## src/rtl/audio_pkg.sv

```systemverilog
// Shared audio-path defaults and types used by the I2S capture stage and its FIFO.
package audio_pkg;

    localparam int DEF_SAMPLE_WIDTH = 24;
    localparam int DEF_SLOT_WIDTH   = 32;

    localparam logic I2S_WS_LEFT = 1'b0;

    typedef struct packed {
        logic [DEF_SAMPLE_WIDTH-1:0] left;
        logic [DEF_SAMPLE_WIDTH-1:0] right;
    } stereo_sample_t;

endpackage

```

## src/rtl/sample_fifo.sv

```systemverilog
// Show-ahead FIFO for stereo pairs: dout always shows the head entry, and it reads as zero when empty.
module sample_fifo
    import audio_pkg::*;
#(
    parameter type T     = stereo_sample_t,
    parameter int  DEPTH = 4
) (
    input  logic clk,
    input  logic rst,
    input  logic push,
    input  T     din,
    input  logic pop,
    output T     dout,
    output logic full,
    output logic empty
);
    localparam int PW = $clog2(DEPTH);
    localparam int CW = PW + 1;
    localparam logic [CW-1:0] C_DEPTH = CW'(DEPTH);

    T              r_mem [DEPTH];
    logic [PW-1:0] r_wr_ptr;
    logic [PW-1:0] r_rd_ptr;
    logic [CW-1:0] r_count;
    logic          w_do_push;
    logic          w_do_pop;

    assign empty = (r_count == '0);
    assign full  = (r_count == C_DEPTH);

    // When the FIFO is full, a push is still accepted if a pop frees a slot in the same cycle.
    assign w_do_pop  = pop & ~empty;
    assign w_do_push = push & (~full | w_do_pop);

    assign dout = empty ? T'('0) : r_mem[r_rd_ptr];

    always_ff @(posedge clk or posedge rst) begin
        if (rst) begin
            r_wr_ptr <= '0;
            r_rd_ptr <= '0;
            r_count  <= '0;
        end else begin
            if (w_do_push) begin
                r_wr_ptr <= r_wr_ptr + PW'(1);
            end
            if (w_do_pop) begin
                r_rd_ptr <= r_rd_ptr + PW'(1);
            end
            if (w_do_push && !w_do_pop) begin
                r_count <= r_count + CW'(1);
            end else if (w_do_pop && !w_do_push) begin
                r_count <= r_count - CW'(1);
            end
        end
    end

    always_ff @(posedge clk) begin
        if (w_do_push) begin
            r_mem[r_wr_ptr] <= din;
        end
    end

endmodule

```

## src/rtl/i2s_receiver.sv

```systemverilog
// Philips I2S receiver: synchronises the ADC bit stream into input_clk and assembles left/right words
// into stereo pairs. The pairs are queued for the consumer behind a valid/ready interface.
module i2s_receiver
    import audio_pkg::*;
#(
    parameter int SAMPLE_WIDTH = DEF_SAMPLE_WIDTH,
    parameter int SLOT_WIDTH   = DEF_SLOT_WIDTH,
    parameter int FIFO_DEPTH   = 4
) (
    input  logic                    input_clk,
    input  logic                    reset,
    input  logic                    i2s_receive_bclk,
    input  logic                    i2s_receive_ws,
    input  logic                    i2s_receive_sd,
    output logic [SAMPLE_WIDTH-1:0] sample_left,
    output logic [SAMPLE_WIDTH-1:0] sample_right,
    output logic                    sample_valid,
    input  logic                    sample_ready,
    output logic                    locked,
    output logic                    overflow,
    output logic                    frame_error,
    output logic [1:0]              dbg_state
);
    localparam int CW = $clog2(SLOT_WIDTH + 1);
    localparam logic [CW-1:0] C_SAMPLE = CW'(SAMPLE_WIDTH);
    localparam logic [CW-1:0] C_LAST   = CW'(SAMPLE_WIDTH - 1);
    localparam logic [CW-1:0] C_SLOT   = CW'(SLOT_WIDTH);

    localparam logic [1:0] ST_UNLOCKED = 2'd0;
    localparam logic [1:0] ST_CAPTURE  = 2'd1;
    localparam logic [1:0] ST_PAD      = 2'd2;

    // Same layout as stereo_sample_t, but sized by this instance's SAMPLE_WIDTH.
    typedef struct packed {
        logic [SAMPLE_WIDTH-1:0] left;
        logic [SAMPLE_WIDTH-1:0] right;
    } pair_t;

    logic [1:0]              r_bclk_sync;
    logic [1:0]              r_ws_sync;
    logic [1:0]              r_sd_sync;
    logic                    r_bclk_hist;
    logic [1:0]              r_state;
    logic [CW-1:0]           r_bit_cnt;
    logic                    r_ws_prev;
    logic [SAMPLE_WIDTH-1:0] r_shift;
    logic [SAMPLE_WIDTH-1:0] r_left_hold;
    logic                    r_left_ok;
    logic                    r_word_done;
    logic                    r_frame_error;
    logic                    r_overflow;

    logic  w_bclk_rise;
    logic  w_ws;
    logic  w_sd;
    logic  w_push;
    logic  w_pop;
    logic  w_full;
    logic  w_empty;
    pair_t w_push_data;
    pair_t w_head;

    always_ff @(posedge input_clk or posedge reset) begin
        if (reset) begin
            r_bclk_sync <= '0;
            r_ws_sync   <= '0;
            r_sd_sync   <= '0;
            r_bclk_hist <= 1'b0;
        end else begin
            r_bclk_sync <= {r_bclk_sync[0], i2s_receive_bclk};
            r_ws_sync   <= {r_ws_sync[0], i2s_receive_ws};
            r_sd_sync   <= {r_sd_sync[0], i2s_receive_sd};
            r_bclk_hist <= r_bclk_sync[1];
        end
    end

    assign w_bclk_rise = r_bclk_sync[1] & ~r_bclk_hist;
    assign w_ws        = r_ws_sync[1];
    assign w_sd        = r_sd_sync[1];

    // A WS edge retires the old slot: the bit sampled on that rise still belongs to the old slot.
    always_ff @(posedge input_clk or posedge reset) begin
        if (reset) begin
            r_state       <= ST_UNLOCKED;
            r_bit_cnt     <= '0;
            r_ws_prev     <= I2S_WS_LEFT;
            r_shift       <= '0;
            r_left_hold   <= '0;
            r_left_ok     <= 1'b0;
            r_word_done   <= 1'b0;
            r_frame_error <= 1'b0;
        end else begin
            r_word_done   <= 1'b0;
            r_frame_error <= 1'b0;
            if (r_word_done) begin
                if (r_ws_prev == I2S_WS_LEFT) begin
                    r_left_hold <= r_shift;
                    r_left_ok   <= 1'b1;
                end else begin
                    r_left_ok   <= 1'b0;
                end
            end
            if (w_bclk_rise) begin
                if (w_ws != r_ws_prev) begin
                    r_bit_cnt <= '0;
                    r_ws_prev <= w_ws;
                    r_state   <= ST_CAPTURE;
                    if (r_state != ST_UNLOCKED && r_bit_cnt < C_SAMPLE) begin
                        r_frame_error <= 1'b1;
                        r_left_ok     <= 1'b0;
                    end
                end else if (r_state == ST_CAPTURE) begin
                    if (r_bit_cnt < C_SAMPLE) begin
                        r_shift <= {r_shift[SAMPLE_WIDTH-2:0], w_sd};
                    end
                    if (r_bit_cnt == C_LAST) begin
                        r_word_done <= 1'b1;
                    end
                    if (r_bit_cnt == C_SLOT) begin
                        r_frame_error <= 1'b1;
                        r_state       <= ST_PAD;
                    end else begin
                        r_bit_cnt <= r_bit_cnt + CW'(1);
                    end
                end
            end
        end
    end

    // A right word completes a pair only if a valid left word is waiting.
    assign w_push      = r_word_done & (r_ws_prev != I2S_WS_LEFT) & r_left_ok;
    assign w_push_data = '{left: r_left_hold, right: r_shift};
    assign w_pop       = sample_ready & ~w_empty;

    sample_fifo #(
        .T     (pair_t),
        .DEPTH (FIFO_DEPTH)
    ) u_fifo (
        .clk   (input_clk),
        .rst   (reset),
        .push  (w_push),
        .din   (w_push_data),
        .pop   (w_pop),
        .dout  (w_head),
        .full  (w_full),
        .empty (w_empty)
    );

    always_ff @(posedge input_clk or posedge reset) begin
        if (reset) begin
            r_overflow <= 1'b0;
        end else begin
            r_overflow <= w_push & w_full & ~w_pop;
        end
    end

    assign sample_left  = w_head.left;
    assign sample_right = w_head.right;
    assign sample_valid = ~w_empty;
    assign locked       = (r_state != ST_UNLOCKED);
    assign overflow     = r_overflow;
    assign frame_error  = r_frame_error;
    assign dbg_state    = r_state;

endmodule

```

## config.mk

```make
export PLATFORM = sky130hd
export DESIGN_NAME = i2s_receiver
export DESIGN_NICKNAME = d
export VERILOG_FILES = /design/src/rtl/audio_pkg.sv /design/src/rtl/sample_fifo.sv /design/src/rtl/i2s_receiver.sv
export SDC_FILE = /design/constraint.sdc
export NUM_CORES = 1
export LEC_CHECK = 0
export ABC_AREA = 1
export BUFFER_PORTS_ARGS = -buffer_cell sky130_fd_sc_hd__buf_2
export CORE_ASPECT_RATIO = 1.1
export CORE_MARGIN = 8
export CORE_UTILIZATION = 54
export CTS_CLUSTER_DIAMETER = 30
export DETAILED_ROUTE_END_ITERATION = 10
export PLACE_DENSITY = 0.77
export SETUP_SLACK_MARGIN = 0.3
export SYNTH_ARGS = -nofsm -noshare
export SYNTH_HDL_FRONTEND = slang
export SYNTH_SLANG_ARGS = --single-unit
```

## constraint.sdc

```tcl
create_clock -name input_clk -period 3.25 [get_ports input_clk]
set_clock_uncertainty 0.15 [all_clocks]
set_input_delay 0.65 -clock input_clk [delete_from_list [all_inputs] [get_ports input_clk]]
set_output_delay 0.65 -clock input_clk [all_outputs]
set_load 0.02 [all_outputs]
```

==> impl_metrics.env <==
export IMPL_ys_ff_latch=267
export IMPL_yosysTopAreaCellShare=0.547
export IMPL_fin_crit_sh=0.879
export IMPL_synth_async_reset_ratio=0.281
export IMPL_first_iter_violations=672
export IMPL_area_growth_pct=18.5
export IMPL_vias_per_cell=5.44
export IMPL_end_kind="primary output"
export IMPL_yosys_warnings=0
export IMPL_ys_seq_area_frac=0.726
export IMPL_final_core_util=0.654
export IMPL_syn_avg_cell_area_um2=11.8
export IMPL_crit_type="register to primary output"
export IMPL_core_um2=19100
export IMPL_reg2reg_to="r_shift[17]"
export IMPL_grt_pass1_vias=6932
export IMPL_drc_errors=0
export IMPL_placed_cell_area_um2=11200
export IMPL_dieArea_um2=24200
export IMPL_totalPowerFinal_uw=11100
export IMPL_placed_cells=1175
export IMPL_place_gp_congestion=0.799
export IMPL_layout_cells_non_filler=1245
export IMPL_cp_arrival_ns=2.06
export IMPL_chipHeight_um=162
export IMPL_io_pins=60
export IMPL_post_route_min_period_ns=2.86
export IMPL_hold_viol=0
export IMPL_synth_cells=894
export IMPL_nets=983
export IMPL_grt_max_degree=98
export IMPL_cts_tree="done"
export IMPL_setup_tns_ns=0
export IMPL_min_path_type="primary input to asynchronous set/reset pin"
export IMPL_yosys_area_top_type="edfxtp_1"
export IMPL_syn_area_um2=10500
export IMPL_yosysMostFrequentCell="nor2_1"
export IMPL_initial_core_util=0.552
export IMPL_multi_input_area_um2=2490
export IMPL_vias=6771
export IMPL_die_width_um=149
export IMPL_synth_common_cells="220 x nor2_1, 192 x edfxtp_1, 130 x o21ai_0"
export IMPL_reg2reg_from="r_ws_prev"
export IMPL_vdd_ir_drop_max_mv=0.504
export IMPL_synth_ff_type="edfxtp_1"
export IMPL_finalInstanceArea_um2=12500
export IMPL_r2r_slack_ns=0.94
export IMPL_grtUsageTotal=0.186
export IMPL_tightest_slew_ns=0.635
export IMPL_hpwl_um=12200
export IMPL_cts_sinks=267
export IMPL_rsz0062_at_grt="yes"
export IMPL_rows=53
export IMPL_synth_edff_count=192
export IMPL_cts_buffers=38
export IMPL_drtAntennaViolNets=0
export IMPL_relSlewSlack=0.576
export IMPL_grt_antenna_before_repair=0
export IMPL_firstDrtPassIters=5
export IMPL_synth_fp_nets=908
export IMPL_cts_root_buf="clkbuf_16"
export IMPL_ctsHtreeMaxLevel=2
export IMPL_p_per_area_nw_per_um2=888
export IMPL_required_ns=2.45
export IMPL_leakage_uw=0.00486
export IMPL_slew_viol_final=0
export IMPL_port_buffers=59
export IMPL_drive_gt1_frac=0.179
export IMPL_clkTransAtPathRegs_ns=0.06
export IMPL_fill_cells=1378
export IMPL_synth_area_leaders="edfxtp_1 55%, dfrtp_1 18%, nor2_1 7.8%, o21ai_0 6.2%, a21oi_1 2.5%"
export IMPL_r2r_cells=4
export IMPL_worstSetupStartpointType="register"
export IMPL_detail_route_wl_per_cell_um=18.0
export IMPL_setup_viol=0
export IMPL_cts_setup_buffers=0
export IMPL_fmax_mhz=350
export IMPL_seq_area_um2=7640
export IMPL_cts_buffer_depth=3
export IMPL_yosysUniqueCellTypes=25
export IMPL_grt_pass1_wl_um=35800
export IMPL_antenna_cells=0
export IMPL_status="complete, no violations"
export IMPL_drt_total_wl_um=22400
export IMPL_crit_path_start="u_fifo.r_rd_ptr[0]"
export IMPL_grt_ovfl_total=0
export IMPL_drv_cap=0
export IMPL_clkLatencyLatePin_ns=0.52
export IMPL_critPathMaxFanout=34
-- worst max-delay path, stage by stage (launching register included) --
cell and delay, ns:
dfrtp_2 0.50, inv_8 0.21, buf_4 0.24, o21ai_0 0.13
a21oi_1 0.25, buf_2 0.21
-- placed cells by master, fill, tap and decap left out, drive strengths merged, types with 4 or more instances in the layout --
master	instances
o21ai	150
nor2	220
edfxtp	192
xor2	4
dfrtp	75
ha	7
inv	62
nand3	11
clkbuf	46
a21oi	53
clkinv	10
buf	81
nand2	76
-- through the flow --
step | setup slack, ns | hold WS, ns
2_1_floorplan | -0.257 | 0.181
3_3_place_gp | 0.723 | 0.184
3_5_place_dp | 0.682 | 0.188
4_1_cts | 0.304 | 0.0640
5_1_grt | 0.277 | 0.0824
6_report | 0.395 | 0.0480
-- power breakdown --
group / total (uW) / switching (uW) / internal [uW]
registers: 3920 / 151 / 3770
logic: 3180 / 2150 / 1040
clock network: 3990 / 1540 / 2450
total: 11100 / 3840 / 7250
-- state kept, by name (all words and copies together) (netlist names) --
signal / count
r_bclk_sync: 2
frame_error: 1
r_shift: 24
u_fifo.r_rd_ptr: 2
r_sd_sync: 2
r_word_done: 1
r_ws_sync: 2
r_bit_cnt: 6
r_left_ok: 1
r_left_hold: 24
u_fifo.r_count: 3
u_fifo.r_wr_ptr: 2
u_fifo.r_mem: 192
overflow: 1
r_ws_prev: 1
dbg_state: 2
r_bclk_hist: 1
-- routing by layer --
| metal | track usage | part of all wire |
|---|---|---|
| met5 | 0 | 0 |
| met4 | 0.0689 | 0.019 |
| met3 | 0.0334 | 0.059 |
| met2 | 0.323 | 0.51 |
| met1 | 0.229 | 0.41 |
-- timing repair --
item / in CTS / in global routing
hold buffers: 0 / 0
gates resized for setup: 1 / 4
endpoints found under the setup margin: 26 / 36
gates cloned: 0 / 1
endpoints found under the hold margin: 0 / 0
-- cell families after synthesis --
logic type               after synthesis  share of synthesized area
AND/OR/NAND/NOR                      310                      0.115
flip-flops                           267                      0.726
multiplexers                           2                    0.00214
AO/OA/AOI/OAI                        203                      0.101
XOR/XNOR                               6                    0.00570
buffers and inverters                 98                     0.0411
adder cells (fa/ha/maj)                8                     0.0102
-- how the worst max path moves through the flow --
stage                         end  slack, ns
6_report          sample_right[2]       0.39
5_1_grt            sample_left[4]       0.28
4_1_cts            sample_left[4]       0.30
3_5_place_dp      sample_right[2]       0.68
3_3_place_gp      sample_right[2]       0.72
2_1_floorplan  u_fifo.r_mem[0][0]      -0.26
-- final cells by class --
type                    instances  share of cell area
flip-flops and latches        267               0.612
multi-input cells             529               0.199
clock buffers                  45              0.0842
repair buffers                 82              0.0465
well taps                     247              0.0248
clock inverters                24              0.0168
inverters                      51              0.0160
Note: power is estimated with default switching activity, not from simulation.
